==> src/rtl/lighthouse_sync_decoder.sv <==
// Lighthouse sync-pulse decoder.
// Measures each photodiode pulse and turns sync pulses into axis/skip/data bits.
// It also tells the two base stations apart by the spacing between their rising edges.
// The data bit of the selected station is forwarded to the OOTX receiver as DATA_OUT/DCLK.
//
// state    | meaning
// DC_IDLE  | no bit clock pending, DCLK low
// DC_SETUP | DATA_OUT updated this cycle, DCLK rises next cycle
// DC_HIGH1 | first DCLK high cycle
// DC_HIGH2 | second DCLK high cycle
module lighthouse_sync_decoder #(
   parameter int MIN_SYNC  = 800,
   parameter int MAX_SYNC  = 2300,
   parameter int BASE      = 917,
   parameter int STEP      = 167,
   parameter int GROUP_GAP = 8000,
   parameter int STATION   = 0
) (
   input  logic CLK,
   input  logic RESET,
   input  logic SENSOR,
   output logic DATA_OUT,
   output logic DCLK,
   output logic AXIS,
   output logic SKIP,
   output logic STATION_ID,
   output logic VALID,
   output logic ERROR
);

   typedef enum logic [1:0] {
      DC_IDLE  = 2'd0,
      DC_SETUP = 2'd1,
      DC_HIGH1 = 2'd2,
      DC_HIGH2 = 2'd3
   } dclk_state_t;

   localparam logic STATION_BIT = (STATION != 0);

   logic        s_meta;
   logic        s_sync;
   logic        s_prev;
   logic [1:0]  settle;
   logic        armed;
   logic [11:0] width;
   logic [15:0] gap_cnt;
   logic [15:0] rise_gap;
   logic        have_prev;
   logic        last_idx;

   logic        rise;
   logic        fall;
   logic        too_narrow;
   logic        too_wide;
   logic        is_valid;
   logic        is_error;
   logic        idx;
   logic        fire;
   logic [2:0]  code;

   dclk_state_t state;
   dclk_state_t state_next;
   logic        dclk_next;

   assign rise       = s_sync & ~s_prev;
   // armed is only set after S has been seen low, so a pulse straddling reset never classifies
   assign fall       = ~s_sync & s_prev & armed;
   assign too_narrow = int'(width) < MIN_SYNC;
   assign too_wide   = int'(width) > MAX_SYNC;
   assign is_valid   = fall & ~too_narrow & ~too_wide;
   assign is_error   = fall & too_wide;
   assign idx        = have_prev & ~last_idx & (int'(rise_gap) < GROUP_GAP);
   assign fire       = is_valid & (idx == STATION_BIT);

   // Width code: how many of the seven thresholds BASE+STEP*k the pulse reaches
   always_comb begin
      code = 3'd0;
      for (int k = 1; k <= 7; k++) begin
         if (int'(width) >= BASE + STEP * k) code = code + 3'd1;
      end
   end

   // Synchronizer, edge history and arming after reset
   always_ff @(posedge CLK) begin
      if (RESET) begin
         s_meta <= 1'b0;
         s_sync <= 1'b0;
         s_prev <= 1'b0;
         settle <= 2'd0;
         armed  <= 1'b0;
      end else begin
         s_meta <= SENSOR;
         s_sync <= s_meta;
         s_prev <= s_sync;
         if (settle != 2'd2) settle <= settle + 2'd1;
         // the first two cycles after reset still carry the cleared synchronizer, not the sensor
         if (settle == 2'd2 && !s_sync) armed <= 1'b1;
      end
   end

   // Pulse width and rising-edge spacing counters
   always_ff @(posedge CLK) begin
      if (RESET) begin
         width    <= 12'd0;
         gap_cnt  <= 16'd0;
         rise_gap <= 16'd0;
      end else begin
         if (s_sync) begin
            if (!s_prev)                width <= 12'd1;
            else if (width != 12'hFFF)  width <= width + 12'd1;
         end
         // gap_cnt counts cycles since the rising edge of the last valid pulse;
         // at the falling edge that rising edge lies width cycles back
         if (is_valid)                 gap_cnt <= {4'd0, width} + 16'd1;
         else if (gap_cnt != 16'hFFFF) gap_cnt <= gap_cnt + 16'd1;
         if (rise) rise_gap <= gap_cnt;
      end
   end

   // Classification outputs and station history
   always_ff @(posedge CLK) begin
      if (RESET) begin
         VALID      <= 1'b0;
         ERROR      <= 1'b0;
         AXIS       <= 1'b0;
         SKIP       <= 1'b0;
         STATION_ID <= 1'b0;
         DATA_OUT   <= 1'b0;
         have_prev  <= 1'b0;
         last_idx   <= 1'b0;
      end else begin
         VALID <= is_valid;
         ERROR <= is_error;
         if (is_valid) begin
            AXIS       <= code[0];
            SKIP       <= code[2];
            STATION_ID <= idx;
            have_prev  <= 1'b1;
            last_idx   <= idx;
         end
         if (fire) DATA_OUT <= code[1];
      end
   end

   // Bit-clock sequencer state register
   always_ff @(posedge CLK) begin
      if (RESET) begin
         state <= DC_IDLE;
         DCLK  <= 1'b0;
      end else begin
         state <= state_next;
         DCLK  <= dclk_next;
      end
   end

   // Bit-clock next state: one setup cycle, then two high cycles
   always_comb begin
      state_next = state;
      dclk_next  = 1'b0;
      case (state)
         DC_IDLE:  if (fire) state_next = DC_SETUP;
         DC_SETUP: state_next = DC_HIGH1;
         DC_HIGH1: state_next = DC_HIGH2;
         DC_HIGH2: state_next = DC_IDLE;
         default:  state_next = DC_IDLE;
      endcase
      dclk_next = (state_next == DC_HIGH1) || (state_next == DC_HIGH2);
   end

endmodule

==> config.mk <==
export PLATFORM = sky130hd
export DESIGN_NAME = lighthouse_sync_decoder
export DESIGN_NICKNAME = d
export VERILOG_FILES = /design/src/rtl/lighthouse_sync_decoder.sv
export SDC_FILE = /design/constraint.sdc
export NUM_CORES = 1
export LEC_CHECK = 0
export CAP_MARGIN = 5
export CELL_PAD_IN_SITES_DETAIL_PLACEMENT = 1
export CELL_PAD_IN_SITES_GLOBAL_PLACEMENT = 2
export CORE_UTILIZATION = 37
export DETAILED_ROUTE_END_ITERATION = 12
export PLACE_DENSITY_LB_ADDON = 0.08
export SLEW_MARGIN = 20
export SYNTH_ARGS = -nofsm -noshare
export SYNTH_HDL_FRONTEND = slang
export SYNTH_SLANG_ARGS = --single-unit
==> constraint.sdc <==
create_clock -name CLK -period 4.8 [get_ports CLK]
set_clock_uncertainty 0.05 [all_clocks]
set_input_delay 0.96 -clock CLK [delete_from_list [all_inputs] [get_ports CLK]]
set_output_delay 0.96 -clock CLK [all_outputs]
set_load 0.1 [all_outputs]
; Word-level counts from Yosys, hierarchy flattened
; Cells that the tools add are included.
[word_totals]
out_inout_bits = 7
ff_bits = 60
wordCells = 81
input_bits = 3
[op_classes]
muxes = 13
n_eq_ne = 10
n_addsub = 10
n_bitwise = 15
order_cmp = 10
reduce_logical = 6
[ops]
columns = op, count
row1 = "12-bit by 11-bit greater-or-equal comparator with 1-bit output, second input constant", 6
row2 = 16-bit two-way mux, 2
row3 = 12-bit two-way mux, 2
row4 = "3-bit by 1-bit adder with 3-bit output, second input constant", 6
row5 = 3-bit two-way mux, 6
row6 = "16-bit by 1-bit adder with 16-bit output, second input constant", 1
row7 = "16-bit by 13-bit < comparator with 1-bit output, second input constant", 1
row8 = "16-bit inequality test, second input constant", 1
row9 = "12-bit by 1-bit adder with 13-bit output, second input constant", 1
row10 = "12-bit by 1-bit adder with 12-bit output, second input constant", 1
row11 = "12-bit greater-or-equal comparator, second input constant", 1
row12 = "12-bit > comparator, second input constant", 1
row13 = "12-bit by 10-bit < comparator with 1-bit output, second input constant", 1
row14 = "12-bit inequality test, second input constant", 1
row15 = "2-bit equality test, second input constant", 5
row16 = 1-bit bitwise AND, 9
row17 = 2-bit one-hot mux with 4 select lines, 1
row18 = 1-bit NOT, 6
row19 = "2-bit by 1-bit adder with 2-bit output, second input constant", 1
row20 = "2-bit by 1-bit equality test with 1-bit output, second input constant", 1
row21 = 2-bit zero test, 1
row22 = 2-bit two-way mux, 1
row23 = "2-bit by 1-bit inequality test with 1-bit output, second input constant", 1
row24 = "2-bit inequality test, second input constant", 1
row25 = 6 further kinds, 6

; Depth between registers and ports, before layout
; Gate-level depths: netlist (run 1).
[logic_depth]
word_depth = 14
ltp_mapped = 25
mapped_depth_nobuf = 24

; Least setup slack after synthesis (run 1)
; No wires, ideal clock.
[synth_path]
path_type = flip-flop to flip-flop
startpoint = register width[1]
endpoint = register SKIP
n_path_buf = 1
slack_ns = 0.430
period_less_slack_ns = 4.370
arrival_time_ns = 4.234
t_required_ns = 4.664
setup_time_ns = 0.086
stages_incl_launch_ff = 25
path_cell_list = dfxtp_1 > ha_1 > clkbuf_1 > nor4_1 > o21ai_0 > nand2_1 > nand2_1 > inv_1 > ha_1 > nor3_1 > nor2_1 > ha_1 > xor2_1 > nor2_1 > a22oi_1 > nand3b_1 > and3b_1 > ha_1 > a32o_1 > ha_1 > nand2_1 > nor2_1 > xor2_1 > xnor3_1 > a211oi_1
[synth_between]
elab_chain_len = 14
elab_cells_between_ends = 26
classes_between = 6 x add/sub / 9 x order compare / 7 x mux / 4 x bitwise
[synth_rtl]
columns = item, line
row1 = from (decl), 45  ; logic [11:0] width;
row2 = from (signal assigned), 110  ; else if (width != 12'hFFF) width <= width + 12'd1;
row3 = 12-bit by 11-bit greater-or-equal comparator with 1-bit output, 79  ; if (int'(width) >= BASE + STEP * k) code = code + 3'd1;
row4 = 1-bit two-way mux, 79
row5 = 3-bit by 1-bit adder with 3-bit output, 79
row6 = 3-bit two-way mux, 79
row7 = 3-bit by 1-bit adder with 3-bit output, 79
row8 = 3-bit two-way mux, 79
row9 = 3-bit by 1-bit adder with 3-bit output, 79
row10 = 3-bit two-way mux, 79
row11 = 3-bit by 1-bit adder with 3-bit output, 79
row12 = 3-bit two-way mux, 79
row13 = 3-bit by 1-bit adder with 3-bit output, 79
row14 = 3-bit two-way mux, 79
row15 = 3-bit by 1-bit adder with 3-bit output, 79
row16 = 3-bit two-way mux, 79
row17 = to (signal assigned), 136  ; SKIP <= code[2];
row18 = to (decl), 25  ; output logic SKIP,
; Several ways; a longest one is shown, not always the timed one.
; A chain may end at the register's enable or synchronous reset.

; Worst setup path after layout (run 1)
[layout_path]
startpoint = register width[6]
endpoint = register SKIP
; The elaborated chain is that of the path after synthesis.

==> results of run 1 <==
[flip-flops by register name, summed over array words and instances, names as in the netlist]
signal	flops
AXIS	1
gap_cnt	16
DATA_OUT	1
SKIP	1
rise_gap	10
width	12
have_prev	1
armed	1
last_idx	1
ERROR	1
VALID	1
s_prev	1
s_sync	1
settle	2
DCLK	1
s_meta	1
state	1
[layout by cell type, fill, tap and decap left out, types with 3 or more instances in the layout]
cell type	Yosys	routed
clkbuf_8	0	5
nand2_1	43	43
a22oi_1	4	4
a21oi_1	40	38
and4_1	5	5
clkdlybuf4s50_1	0	8
nor3_1	10	9
o21ai_0	12	12
inv_1	18	18
nand4_1	9	9
or3_1	5	5
nand3_1	12	12
a311oi_1	7	7
a211oi_1	5	5
dfxtp_1	53	50
nor2_1	44	44
and2_1	3	3
xor2_1	13	13
buf_4	0	11
nor2b_1	3	3
dfxtp_2	0	3
nand3b_1	6	6
ha_1	14	13
xnor2_1	12	12
o211ai_1	4	4
and3_1	9	9
[timing repair]
item,4_1_cts,5_1_grt
hold buffers,0,0
setup endpoints to repair,0,1
resized for setup,0,9
[layout make-up]
cell class / instances / area, um2 / share of cell area [%]
multi-input cells: 298 / 1870 / 55.1
flip-flops and latches: 53 / 1060 / 31.4
repair buffers: 20 / 168 / 4.94
well taps: 102 / 128 / 3.76
clock buffers: 5 / 68.8 / 2.03
inverters: 18 / 67.6 / 1.99
clock inverters: 3 / 28.8 / 0.848
[where the power goes]
| part | switching [mW] | internal (mW) |
|---|---|---|
| registers | 0.0130 | 0.460 |
| clock network | 0.172 | 0.110 |
| logic | 0.0745 | 0.0396 |
[metrics by stage]
stage,setup slack (ns),cell area [um2],utilization (%),power [mW]
finish,0.359,3390,43.0,0.869
CTS,0.155,3360,42.6,0.883
detailed placement,0.180,3260,41.4,0.601
global route,0.0517,3390,43.0,0.918
global placement,0.371,3260,41.4,0.596
floorplan,0.430,3070,-,0.572
[kinds of logic after synthesis]
logic type	count (synthesis)	share of synthesized area [%]
fa+ha+maj	14	5.70
simple gates	163	26.5
mux	2	0.652
buf+inv	43	5.74
flops	53	34.5
compound gates	93	19.0
xor+xnor	26	7.86
[final timing paths]
| path | start | end | cells after the start |
|---|---|---|---|
| max | width[6] | SKIP | 21 |
| min | s_meta | s_sync | 1 |
| max reg2reg | width[6] | SKIP | 21 |
| min reg2reg | s_meta | s_sync | 1 |
[critical path, delay by kind of cell, from the launching register on]
family	cells	cell delay [ns]
simple gates	8	1.14
compound gates	5	1.04
fa+ha+maj	4	0.96
xor+xnor	3	0.68
flops	1	0.39
buf+inv	1	0.11
[routing by layer]
| metal | wire [um] | share of wire, % |
|---|---|---|
| met2 | 3880 | 46 |
| met5 | 0 | 0 |
| met3 | 226 | 2.7 |
| met4 | 133 | 1.6 |
| met1 | 4260 | 50 |
==> summary.md, run 1 <==
| Metric | Value |
|---|---|
| Setup repair after global routing missed its margin | no |
| Cell at the slowest stage of the critical path | dfxtp_2 |
| Placer's final routability congestion estimate | 0.868 |
| Wire per inst | 17.0 um |
| Die outline area | 8670 um2 |
| Aggregate negative setup slack | 0 ns |
| Most instantiated cells after synthesis | dfxtp_1, nor2_1, nand2_1, a21oi_1, inv_1 |
| # port buffers | 9 |
| Post-synthesis sequential area ratio | 34.5% |
| Cell with the most instances on the worst path | ha_1 |
| Worst Path Max Fanout | 10 |
| Max-cap violations | 0 |
| Horiz. Die Dim | 93.1 um |
| Top cell type by total area after synthesis | dfxtp_1 |
| Count of synthesis-stage warnings from yosys | 0 |
| Cells after synthesis | 394 |
| Sort of element at the start of the critical path | flip-flop |
| Final setup violation count | 0 |
| Number of violations reported at the end of detailed-routing iteration 0 | 152 |
| Top Ports | 10 |
| Most congested layer reported by global routing | met2 |
| Number of cells in the finished layout apart from fillers | 499 |
| Final HPWL from detailed placement | 6240 um |
| Vias in the first global route | 2837 |
| Worst path max stage delay | 0.39 ns |
| Nature of the critical path endpoint | flip-flop |
| Result of the run | completed |
| Final-stage net count | 413 |
| Clock root cell | clkbuf_8 |
| Layout cells sized above 1 | 8.31% |
| Overall via count from detail_route | 2830 |
| Final-layout worst hold slack | 0.405 ns |
| Endpoints failing hold | 0 |
| Rel. slew slack | 35.6% |
| Synthesis-to-finish area growth | 10.5% |
| Vias/cell | 5.67 |
| Core Area | 7890 um2 |
| Met1 global-route usage | 29.1% |
| Number of antenna violations at the first check in global routing | 0 |
| Global-route congestion overflow total | 0 |
| Initial Utilization | 38.9% |
| Filler Cells Inserted | 979 |
| Proportion of netlist area held by the largest area contributor | 34.5% |
| Hold Path Class | flip-flop to flip-flop |
| Wire length of the first global-routing pass | 14400 um |
| Number of flip-flops and latches in the synthesized netlist | 53 |
| Height of the die | 93.1 um |
| Async set-reset flop share out of synthesis | 0% |
| Remaining number of nets flagged by the antenna check after routing | 0 |
| Clock-pin slew reported for the worst setup and hold paths after clock tree synthesis | 0.11 ns |
| Placed Cells incl. Taps | 491 |
| Pin count of the biggest net entering global routing | 48 |
| Period minus WS final | 4.44 ns |
| Reg2reg setup slack | 0.36 ns |
| Power density normalized to cell area | 256 nW/um2 |
| Netlist area before placement | 3070 um2 |
| Worst ir drop on vdd | 0.000120 V |
| Post-route clock period utilization | 92.5% |
| Total clock sinks | 53 |
| Critical path class | flip-flop to flip-flop |
| Leak pwr | 1.28 nW |
| M2 GR Usage | 34.6% |
| Inserted Diodes | 0 |
| Synth top area cells | dfxtp_1, a21oi_1, ha_1 |
| 1st-pass router iterations | 4 |
| Final slew viol count | 0 |
| F_max | 0.225 GHz |
| Synthesized net count | 411 |
| Most frequent cell after synthesis | dfxtp_1 |
| TritonCTS clock tree | yes |
| Most frequently used flop master after synthesis | dfxtp_1 |
| Post-synth EDFFs | 0 |
| Clock H-tree levels | 2 |
| GRT Resource Usage Total | 21.1% |
| Clk Latency, worst-skew pair | 0.32 ns |
| Data arrival time at the worst-slack endpoint | 4.62 ns |
| Actual transition at the worst max-transition pin | 0.963 ns |
| Required time of the critical path | 4.98 ns |
| Setup bufs post-CTS | 0 |
| Mean instance size in the synthesized netlist | 7.80 um2 |
| Number of remaining DRC errors | 0 |
| Std-Cell Rows | 32 |
| Clock Path Buffers | 2 |
| List of cells traversed by the critical path | nor2_1, nand3_1, a21oi_2, inv_1, ha_1, nor3_1, a21oi_1, ha_1, xor2_1, nor2_1, a22oi_1, nand3b_1, and3b_1, ha_1, a32o_1, ha_1, nand2_1, nor2_1, xor2_1, xnor3_1, a211oi_1 |
| Number of distinct standard cells referenced by the synthesized netlist | 53 |
| Met3 track demand over resource in global routing | 2.85% |
| Number of buffers created by CTS | 5 |
| Total routed wirelength | 8500 um |
(Power assumes the default switching activity.)
==> inputs of run 2 (changes only) <==
--- a/config.mk
+++ b/config.mk
@@ -5,10 +5,11 @@
 export SDC_FILE = /design/constraint.sdc
 export NUM_CORES = 1
 export LEC_CHECK = 0
-export CAP_MARGIN = 5
+export CAP_MARGIN = 30
 export CELL_PAD_IN_SITES_DETAIL_PLACEMENT = 1
 export CELL_PAD_IN_SITES_GLOBAL_PLACEMENT = 2
-export CORE_UTILIZATION = 37
+export CORE_UTILIZATION = 38
+export CTS_BUF_LIST = sky130_fd_sc_hd__clkbuf_4
 export DETAILED_ROUTE_END_ITERATION = 12
 export PLACE_DENSITY_LB_ADDON = 0.08
 export SLEW_MARGIN = 20
==> run 2 against run 1 <==
Sequential share of layout area is 0.26 points higher. Power is 5.2% lower. Wire length is 0.27% higher. Non-clock buffer count stayed put. Critical endpoint unchanged. Largest cell class unchanged. Highest routed layer unchanged.
==> summary.md, run 2 (same netlist as run 1, synthesis figures left out) <==
| Metric | Value |
|---|---|
| Result of the run | completed |
| Layout cells sized above 1 | 7.81% |
| Power density normalized to cell area | 244 nW/um2 |
| Top Ports | 10 |
| Worst Path Max Fanout | 7 |
| Cell-internal power | 0.564 mW |
| Leak pwr | 1.27 nW |
| Height of the die | 91.9 um |
| Horiz. Die Dim | 91.9 um |
| Aggregate negative setup slack | 0 ns |
| Clock H-tree levels | 2 |
| Period minus WS final | 4.41 ns |
| Nature of the critical path endpoint | flip-flop |
| Remaining number of nets flagged by the antenna check after routing | 0 |
| Final slew viol count | 0 |
| Hold_buf cts | 0 |
| Die outline area | 8450 um2 |
| Clock-pin slew reported for the worst setup and hold paths after clock tree synthesis | 0.19 ns |
| TritonCTS clock tree | yes |
| Std-Cell Rows | 32 |
| Final-stage net count | 413 |
| Number of remaining DRC errors | 0 |
| Sort of element at the start of the critical path | flip-flop |
| Final setup violation count | 0 |
| Synthesis-to-finish area growth | 9.86% |
| Final HPWL from detailed placement | 6180 um |
| Most frequent cells in the layout | dfxtp_1, nor2_1, nand2_1, a21oi_1, inv_1 |
| Pin count of the biggest net entering global routing | 48 |
| # port buffers | 9 |
| Endpoints failing hold | 0 |
| Total routed wirelength | 8520 um |
| Overall via count from detail_route | 2813 |
| Post-route clock period utilization | 91.8% |
| Number of buffers created by CTS | 5 |
| Most common cell after layout, fill and taps aside | dfxtp_1 |
| Total clock sinks | 53 |
| Core Area | 7770 um2 |
| Inserted Diodes | 0 |
| Vias/cell | 5.64 |
| Placer's final routability congestion estimate | 0.850 |
| Clock root cell | clkbuf_4 |
| Hold Path Class | flip-flop to flip-flop |
| Setup bufs post-CTS | 0 |
| Proportion of power drawn by combinational gates | 13.9% |
| Biggest registers after layout | gap_cnt: 16 flops, width: 12 flops, rise_gap: 10 flops |
| F_max | 0.227 GHz |
| Critical path class | flip-flop to flip-flop |
| Sw Ratio | 31.5% |
| Power, Total | 0.823 mW |
| Max-cap violations | 0 |
| Number of violations reported at the end of detailed-routing iteration 0 | 70 |
| Wire per inst | 17.1 um |
| Power spent charging and discharging nets | 0.259 mW |
| GRT Resource Usage Total | 21.0% |
| Vias in the first global route | 2701 |
| Number of antenna violations at the first check in global routing | 0 |
| Rel. slew slack | 35.8% |
| Actual transition at the worst max-transition pin | 0.960 ns |
| Number of flip-flops in the largest register | 16 |
| Required time of the critical path | 5.08 ns |
| Initial Utilization | 39.5% |
| Clk Latency, worst-skew pair | 0.40 ns |
| Part of the power in registers | 57.6% |
| Data arrival time at the worst-slack endpoint | 4.69 ns |
| Clock Path Buffers | 2 |
| 1st-pass router iterations | 4 |
| Wire length of the first global-routing pass | 13900 um |
| Worst ir drop on vdd | 0.000141 V |
| Largest register by flop count | gap_cnt |
| Global-route congestion overflow total | 0 |
| Post-cts sizing count | 0 |
| Proportion of power drawn by the clock network | 28.5% |
run 2: cell count changes in the layout (fill, tap and decap cells not counted), sizes merged:
cell	delta
clkinv	+2
inv	-2
run 2: path summary, 6_finish.rpt:
path	endpoint	startpoint	slack, ns	depth (start not counted)
setup / recovery	SKIP	width[1]	0.39	24
hold / removal	rise_gap[15]	rise_gap[15]	0.42	2
setup reg to reg	SKIP	width[1]	0.39	24
hold reg to reg	rise_gap[15]	rise_gap[15]	0.42	2
run 2: power groups by stage:
stage          registers [mW]  clock network [mW]  logic, mW
6_report                0.474               0.235      0.114
3_5_place_dp            0.484                   0      0.116
4_1_cts                 0.475               0.245      0.116
2_1_floorplan           0.508                   0     0.0633
3_3_place_gp            0.483                   0      0.111
5_1_grt                 0.478               0.259      0.131
run 2: area by class of cell:
type	instances	area, um2
clock buffer	5	37.5
clock inverter	3	33.8
fill	981	4390
inverter	18	67.6
multi-input combinational	298	1870
sequential	53	1070
tap	102	128
timing repair buffer	20	168
run 2: metal layers:
| layer | up-vias | GRT usage, % | wire (um) | share of wire [%] |
|---|---|---|---|---|
| li1 | 1397 | - | - | - |
| met1 | 1377 | 28.8 | 4250 | 50 |
| met2 | 31 | 35.2 | 4040 | 47 |
| met3 | 8 | 2.99 | 153 | 1.8 |
| met4 | 0 | 3.91 | 81 | 0.95 |
| met5 | - | 0 | 0 | 0 |
run 2: worst max-delay path: stages, from the launching register on:
cell and delay [ns]:
dfxtp_4 0.41, ha_1 0.17, nor4_1 0.05, o21ai_0 0.18
nand2_1 0.07, nand2_1 0.12, inv_1 0.10, ha_4 0.33
inv_1 0.07, a21oi_1 0.16, nor2_1 0.08, ha_1 0.28
xor2_1 0.14, nor2_1 0.06, a22oi_1 0.23, nand3b_1 0.09
and3b_1 0.22, ha_1 0.23, a32o_1 0.23, ha_1 0.20
nand2_1 0.06, nor2_1 0.04, xor2_1 0.15, xnor3_1 0.40
a211oi_1 0.23
run 2: per-stage QoR:
step | hold WS [ns] | setup WS, ns | area (um2) | instances | utilization [%]
final | 0.417 | 0.395 | 3370 | 499 | 43.4
after global placement | 0.386 | 0.382 | 3260 | 491 | 42.0
after CTS | 0.420 | 0.157 | 3330 | 499 | 42.9
after detailed placement | 0.392 | 0.188 | 3260 | 491 | 42.0
after global routing | 0.432 | -0.00807 | 3370 | 499 | 43.4
after floorplan | 0.364 | 0.430 | 3070 | 394 | -
==> inputs of run 3 (changes only) <==
--- a/config.mk
+++ b/config.mk
@@ -5,7 +5,6 @@
 export SDC_FILE = /design/constraint.sdc
 export NUM_CORES = 1
 export LEC_CHECK = 0
-export CAP_MARGIN = 30
 export CELL_PAD_IN_SITES_DETAIL_PLACEMENT = 1
 export CELL_PAD_IN_SITES_GLOBAL_PLACEMENT = 2
 export CORE_UTILIZATION = 38
==> results of run 3 <==
Same layout as run 2: the final DEF is identical, and so are final timing and power.
